### src/rtl/rx_wb_reader.sv
// Purpose: pulls I, Q and packed-high words of each receiver sample into a ping-pong buffer RAM.
// Latency: selects assert 1 cycle after the trigger; each captured word is written 1 cycle after its select.
// Backpressure: none; triggers arriving while a sample is in flight are dropped and flagged as overrun.
module rx_wb_reader #(
    parameter int unsigned NSAMP  = 512,
    parameter int unsigned ADDR_W = 12
) (
    input  logic              adc_clk,
    input  logic              reset_n,
    input  logic              enable,
    input  logic              wb_mode,
    input  logic              rx_avail_A,
    input  logic              rx_avail_wb_A,
    input  logic [15:0]       rx_dout_A,
    output logic              rd_getI,
    output logic              rd_getQ,
    output logic              rd_getWB,
    output logic              wr_en,
    output logic [ADDR_W-1:0] wr_addr,
    output logic [15:0]       wr_data,
    output logic              buf_ready,
    output logic              buf_half,
    output logic              overrun,
    input  logic              overrun_clr
);

    // Words per buffer half, and the index of the last word in a half.
    localparam logic [ADDR_W-1:0] HALF_WORDS = ADDR_W'(3 * NSAMP);
    localparam logic [ADDR_W-1:0] LAST_WORD  = ADDR_W'(3 * NSAMP - 1);

    typedef enum logic [1:0] {
        IDLE = 2'd0,
        GI   = 2'd1,
        GQ   = 2'd2,
        GH   = 2'd3
    } state_t;

    state_t            state;
    state_t            state_nxt;

    logic              wb_mode_l;
    logic              en_prev;
    logic              trig;
    logic              accept;
    logic              ovr_set;
    logic              capture;
    logic              half_done;
    logic              restart;
    logic [ADDR_W-1:0] word_count;
    logic              fill_half;
    logic              get_i_nxt;
    logic              get_q_nxt;
    logic              get_wb_nxt;

    // Trigger source follows the mode latched while idle; counters restart on an enable rising edge while idle.
    always_comb begin
        trig      = wb_mode_l ? rx_avail_wb_A : rx_avail_A;
        capture   = (state != IDLE);
        half_done = capture && (word_count == LAST_WORD);
        restart   = (state == IDLE) && enable && !en_prev;
    end

    // Next-state and next-select decode. GH is the last select cycle, so a trigger there
    // chains straight into the next sample, which sustains one sample every 3 cycles.
    always_comb begin
        state_nxt  = state;
        accept     = 1'b0;
        ovr_set    = 1'b0;
        get_i_nxt  = 1'b0;
        get_q_nxt  = 1'b0;
        get_wb_nxt = 1'b0;
        case (state)
            IDLE: begin
                if (trig && enable) begin
                    accept    = 1'b1;
                    state_nxt = GI;
                end
            end
            GI: begin
                ovr_set   = trig;
                state_nxt = GQ;
            end
            GQ: begin
                ovr_set   = trig;
                state_nxt = GH;
            end
            GH: begin
                if (trig && enable) begin
                    accept    = 1'b1;
                    state_nxt = GI;
                end else begin
                    state_nxt = IDLE;
                end
            end
            default: state_nxt = IDLE;
        endcase
        get_i_nxt  = (state_nxt == GI);
        get_q_nxt  = (state_nxt == GQ);
        get_wb_nxt = (state_nxt != IDLE) && wb_mode_l;
    end

    // State register.
    always_ff @(posedge adc_clk or negedge reset_n) begin
        if (!reset_n) begin
            state <= IDLE;
        end else begin
            state <= state_nxt;
        end
    end

    // Select lines are registered so they line up exactly with the state they belong to.
    always_ff @(posedge adc_clk or negedge reset_n) begin
        if (!reset_n) begin
            rd_getI  <= 1'b0;
            rd_getQ  <= 1'b0;
            rd_getWB <= 1'b0;
        end else begin
            rd_getI  <= get_i_nxt;
            rd_getQ  <= get_q_nxt;
            rd_getWB <= get_wb_nxt;
        end
    end

    // Mode is only tracked in idle cycles that do not start a sample, so it stays frozen for the whole sample.
    always_ff @(posedge adc_clk or negedge reset_n) begin
        if (!reset_n) begin
            wb_mode_l <= 1'b0;
            en_prev   <= 1'b0;
        end else begin
            en_prev <= enable;
            if ((state == IDLE) && !accept) begin
                wb_mode_l <= wb_mode;
            end
        end
    end

    // Word counter and ping-pong half pointer; a half wraps straight into the other with no handshake.
    always_ff @(posedge adc_clk or negedge reset_n) begin
        if (!reset_n) begin
            word_count <= '0;
            fill_half  <= 1'b0;
        end else if (restart) begin
            word_count <= '0;
            fill_half  <= 1'b0;
        end else if (capture) begin
            if (half_done) begin
                word_count <= '0;
                fill_half  <= ~fill_half;
            end else begin
                word_count <= word_count + 1'b1;
            end
        end
    end

    // Buffer write port: the word selected this cycle is written next cycle; buf_ready rides on the last word of a half.
    always_ff @(posedge adc_clk or negedge reset_n) begin
        if (!reset_n) begin
            wr_en     <= 1'b0;
            wr_addr   <= '0;
            wr_data   <= '0;
            buf_ready <= 1'b0;
            buf_half  <= 1'b0;
        end else begin
            wr_en     <= capture;
            buf_ready <= half_done;
            if (capture) begin
                wr_data <= rx_dout_A;
                wr_addr <= (fill_half ? HALF_WORDS : '0) + word_count;
            end
            if (half_done) begin
                buf_half <= fill_half;
            end
        end
    end

    // Sticky overrun; a new overrun beats a simultaneous clear.
    always_ff @(posedge adc_clk or negedge reset_n) begin
        if (!reset_n) begin
            overrun <= 1'b0;
        end else if (ovr_set) begin
            overrun <= 1'b1;
        end else if (overrun_clr) begin
            overrun <= 1'b0;
        end
    end

endmodule

### config.mk
export PLATFORM = sky130hd
export DESIGN_NAME = rx_wb_reader
export DESIGN_NICKNAME = d
export VERILOG_FILES = /design/src/rtl/rx_wb_reader.sv
export SDC_FILE = /design/constraint.sdc
export NUM_CORES = 1
export LEC_CHECK = 0
export CORE_MARGIN = 8
export CORE_UTILIZATION = 41
export CTS_CLUSTER_SIZE = 24
export DETAILED_ROUTE_END_ITERATION = 12
export GPL_TIMING_DRIVEN = 1
export PLACE_DENSITY = 0.68
export SLEW_MARGIN = 20
export SYNTH_ARGS = -nofsm -noshare
export SYNTH_HDL_FRONTEND = slang
export SYNTH_SLANG_ARGS = --single-unit
### constraint.sdc
create_clock -name adc_clk -period 2.15 [get_ports adc_clk]
set_input_delay 0.215 -clock adc_clk [delete_from_list [all_inputs] [get_ports adc_clk]]
set_output_delay 0.215 -clock adc_clk [all_outputs]
set_load 0.1 [all_outputs]
==> flow_summary.yaml, run 1 <==
logic_synthesis:
  ys_warn_count: 0
  post-synth-top-area-cell: "dfrtp_1"
  ys_seq_area_frac: 0.574
  top_cells_by_area_in_the_synthesized_netlist: "dfrtp_1, mux2_2, xnor2_1"
  netlist_area_mm2: 0.00227
  yosysUniqueCellTypes: 31
  synth_cells: 168
  netlist.area_leader.share: 0.574
  mappedNetlistNets: 198
  synth.avg_cell_area_um2: 13.5
  postSynthRegisterBits: 52
clock_tree:
  clk_latency_ns: 0.30
  ctsHtreeMaxLevel: 2
  max-clock-path-buffers: 2
  ctsHoldBuffers: 1
  number_of_setup_buffers_added_after_cts: 0
  cts_root_buffer: "clkbuf_8"
  postCtsResizedCells: 0
  tritoncts_clock_tree: "done"
  cts_buffers: 5
  cts_sinks: 52
  cts.reportedPaths.clkPinSlew_ns: 0.09
die:
  die_width_um: 90.3
  placementRows: 27
  die_h_um: 90.3
  core_area_mm2: 0.00544
  start_util: 0.417
  floorplan.io_pins: 58
  fp.dieArea_mm2: 0.00816
final_layout:
  finalCoreUtilization: 0.541
  drive_gt1_frac: 0.372
  finalNetCount: 260
  finish.instance_area_mm2: 0.00294
  stdcell_count: 303
  antenna_cells: 0
  layout_stage_area_growth_over_the_synthesis_result_pct: 29.8
route:
  num_vias: 1467
  routed_via_density: 4.84
  initialDrtViolationCount: 48
  router_iterations_before_antenna_repair: 4
  routedWlPerCell_um: 14.6
  wirelength_mm: 4.41
  final_antenna_net_count: 0
  detail_route.drc_violations: 0
sta:
  drv_slew: 0
  fin_setup_tns_ns: 0
  tightestPinTransition_ns: 0.591
  max_freq_mhz: 519
  hold_viol_final: 0
  min_period_ns: 1.93
  final_min_period_over_clock_period: 0.897
  finClkSkew_ns: 0.00604
  maxSlewHeadroom: 0.606
  rsz0062_at_grt: "false"
  report.final.setup_viol: 0
placement:
  numPortBuffers: 57
  placement.cell_area_mm2: 0.00282
  gp_congestion: 0.790
  post-place-cells: 294
  post-dp-hpwl_mm: 3.19
worst_setup_path:
  kind_of_critical_path: "flop to flop"
  cp_data_required_time_ns: 2.33
  arrival_ns: 2.11
  cp-end-kind: "flop"
  path_max_fanout: 11
  worstSetupStartpointType: "flop"
run_status:
  outcome: "complete, no violations"
job:
  drv_cap: 0
global_routing:
  grt_start_max_net_pins: 47
  initial_antenna_violation_count: 0
  overflow: 0
  first_global_vias: 1562
  global_route.usage.total: 0.114
  first_pass_grt_wire_length_mm: 7.62
worst_hold_path:
  hp-class: "primary input to asynchronous set/reset pin"
==> critical path, stage by stage, from the launching register on <==
cell,delay (ns)
dfrtp_1,0.43
inv_1,0.09
ha_2,0.19
or3_1,0.42
nor4_4,0.25
a21o_1,0.34
nor2_1,0.09
==> metal layers <==
metal  track usage  wire (um)  up-vias
li1              -          -      712
met1         0.130       1930      707
met2         0.183       2060       41
met3        0.0449        337        7
met4        0.0541         88        0
met5             0          0        -
==> cell usage after synthesis (all sizes together) <==
| cell | count |
|---|---|
| xnor2 | 12 |
| nand2 | 8 |
| nor4 | 2 |
| a21boi | 1 |
| a2111oi | 5 |
| fa | 1 |
| inv | 6 |
| ha | 6 |
| a211oi | 2 |
| or3 | 1 |
| nand3 | 7 |
| xor2 | 1 |
| mux2 | 29 |
| mux2i | 1 |
| nand2b | 1 |
| nor2 | 11 |
| a31oi | 1 |
| o21ai | 5 |
| o21a | 1 |
| nand4 | 4 |
| a21o | 1 |
| buf | 6 |
| dfrtp | 52 |
| clkbuf | 1 |
| a21oi | 3 |
==> state kept, by name (all words and copies together), names as in the netlist, 2 cells and up <==
signal / flops
wr_data: 16
word_count: 12
wr_addr: 12
state: 2
==> layout by cell type (no fill, tap or decap), types with 3 or more instances in the layout <==
master	count
nand2_1	8
xnor2_1	12
clkdlybuf4s50_1	21
buf_4	39
clkbuf_8	5
ha_1	5
mux2_2	29
a21oi_1	3
nand3_1	5
nand4_1	3
nor2_1	11
a2111oi_2	5
o21ai_0	5
dfrtp_1	52
inv_1	6
==> final timing paths <==
check	startpoint	to	slack [ns]	depth (start not counted)
setup / recovery	state[0]	word_count[6]	0.22	6
hold / removal	reset_n	word_count[2]	0.37	2
setup reg to reg	state[0]	word_count[6]	0.22	6
hold reg to reg	wr_data[6]	wr_data[6]	0.51	1
max in group asynchronous	reset_n	state[1]	1.18	3
min in group adc_clk	overrun_clr	overrun	0.48	2
==> logic make-up (layout without fill, tap and decap cells) <==
family          count (synthesis)  in the layout  synth area share
simple gates                   34             34            0.0861
mux                            30             30             0.149
compound gates                 19             19            0.0701
buf+inv                        13             76            0.0287
flops                          52             52             0.574
fa+ha+maj                       7              7            0.0420
xor+xnor                       13             13            0.0502
==> cell type report <==
type | instances | area, um2
fillers | 491 | 2500
flip-flops and latches | 52 | 1300
multi-input cells | 103 | 902
repair buffers | 62 | 518
well taps | 72 | 90.1
clock buffers | 6 | 72.6
clock inverters | 2 | 35.0
inverters | 6 | 22.5
==> stage by stage <==
step | setup slack, ns | hold slack, ns
floorplan | 0.372 | -0.0806
global placement | 0.248 | 0.165
detailed placement | 0.221 | 0.163
CTS | 0.193 | 0.379
global route | 0.0581 | 0.402
finish | 0.222 | 0.371
Power of run 1 is not shown: default switching activity piles up to over one toggle a cycle in this logic, so the estimate is an artifact.
==> run 2: changes to the inputs <==
DONT_BUFFER_PORTS = 1   (was not set)
PLACE_DENSITY = 0.54   (was 0.68)
SETUP_SLACK_MARGIN = 0.3   (was not set)
==> run 2 against run 1 <==
Critical path type unchanged; non-clock buffer count shrank 35; fmax is 11% higher; sequential share of layout area up 4.5 points; cell area fell by 9.3%.
==> flow_summary.yaml, run 2 (synthesized netlist as in run 1, its figures left out) <==
sta:
  final_min_period_over_clock_period: 0.805
  hold_viol_final: 0
  drv_slew: 0
  tightestPinTransition_ns: 0.912
  finClkSkew_ns: 0.0116
  max_freq_mhz: 578
  report.final.setup_viol: 0
  min_period_ns: 1.73
  fin_setup_tns_ns: 0
  hold-worst-slack_ns: 0.0480
  maxSlewHeadroom: 0.392
  rsz0062_at_grt: "true"
clock_tree:
  cts_sinks: 52
  cts_buffers: 5
  max-clock-path-buffers: 2
  cts_root_buffer: "clkbuf_8"
  cts.reportedPaths.clkPinSlew_ns: 0.10
  ctsHtreeMaxLevel: 2
  clk_latency_ns: 0.31
  tritoncts_clock_tree: "done"
placement:
  gp_congestion: 0.741
  post-dp-hpwl_mm: 3.08
  numPortBuffers: 0
run_status:
  outcome: "complete, no violations"
final_layout:
  top_regs: "wr_data: 16 flops, word_count: 12 flops, wr_addr: 12 flops"
  drive_gt1_frac: 0.367
  layout_stage_area_growth_over_the_synthesis_result_pct: 17.7
  seq_area_mm2: 0.00130
  fillers: 495
  antenna_cells: 0
  leading_cell_type_in_the_layout_fill_and_taps_excluded: "dfrtp_1"
  finalNetCount: 225
  largest_reg_flops: 16
  most-common-layout-cells: "dfrtp_1, mux2_2, buf_4"
  multi_input_area_um2: 908
  registers.top_by_ff_count: "wr_data"
die:
  floorplan.io_pins: 58
  start_util: 0.417
  die_width_um: 90.3
  core_area_mm2: 0.00544
  fp.dieArea_mm2: 0.00816
  die_h_um: 90.3
  placementRows: 27
worst_setup_path:
  cp_slowest_cell: "or3_4"
  cp_data_required_time_ns: 2.31
  kind_of_critical_path: "flop to flop"
  arrival_ns: 1.89
  crit_family: "simple AND/OR/NAND/NOR gates"
  worst_path_cell_chain: "inv_1, ha_2, or3_4, nor4_4, buf_4, xnor2_1, a21oi_1"
  buf_inv_on_cp: 2
  critical_path.max_stage_delay_ns: 0.40
  cp-end-kind: "flop"
  r2r_setup_slack_ns: 0.42
  worstSetupStartpointType: "flop"
  path_max_fanout: 3
route:
  router_iterations_before_antenna_repair: 4
  final_antenna_net_count: 0
  detail_route.drc_violations: 0
  maxUsedRoutingLayer: "met4"
  num_vias: 1365
  initialDrtViolationCount: 78
  wl_met1_mm: 1.81
  wl_met2_mm: 2.21
  routed_via_density: 5.09
  wirelength_mm: 4.44
  met3WireLength_um: 301
  routedWlPerCell_um: 16.5
global_routing:
  overflow: 0
  first_global_vias: 1499
  global_route.usage.total: 0.114
  initial_antenna_violation_count: 0
  grt_start_max_net_pins: 53
  first_pass_grt_wire_length_mm: 7.62
job:
  drv_cap: 0
worst_hold_path:
  hp-class: "primary input to flop"
run 2: changes by cell type in the layout (fill, tap and decap cells not counted), sizes merged:
cell	before	now
buf	40	24
inv	6	7
dlygate4sd3	1	3
clkdlybuf4s50	21	0
clkinv	1	0
run 2: repair_timing:
item,in CTS,in global routing
buffers inserted,3,0
setup endpoints to repair,12,14
hold endpoints to repair,54,0
hold buffers,4,0
resized for setup,2,1
pin swaps,1,1
run 2: layout make-up:
class | count | area share
Timing Repair Buffer | 27 | 0.0877
Multi-Input combinational cell | 103 | 0.341
Tap cell | 72 | 0.0338
Inverter | 6 | 0.00844
Clock inverter | 2 | 0.0145
Clock buffer | 6 | 0.0272
Sequential cell | 52 | 0.488
run 2: metrics by stage:
stage | util | worst slack (ns) | area, um2 | std cells
finish | 0.490 | 0.419 | 2670 | 268
global route | 0.490 | 0.293 | 2670 | 268
CTS | 0.490 | 0.304 | 2660 | 268
detailed placement | 0.453 | 0.148 | 2470 | 253
global placement | 0.453 | 0.243 | 2470 | 253
floorplan | - | 0.372 | 2270 | 168
run 2: layer usage:
| layer | track usage | up-vias |
|---|---|---|
| li1 | - | 638 |
| met1 | 0.121 | 677 |
| met2 | 0.196 | 38 |
| met3 | 0.0399 | 12 |
| met4 | 0.0596 | 0 |
| met5 | 0 | - |
run 2: final timing paths:
kind	from	endpoint	cells past startpoint
setup / recovery	state[1]	fill_half	7
hold / removal	rx_dout_A[7]	wr_data[7]	1
setup reg to reg	state[1]	fill_half	7
hold reg to reg	buf_half	buf_half	1
max in group asynchronous	reset_n	word_count[4]	2
min in group asynchronous	reset_n	wr_data[4]	2
Power of run 2 is left out for the same reason.
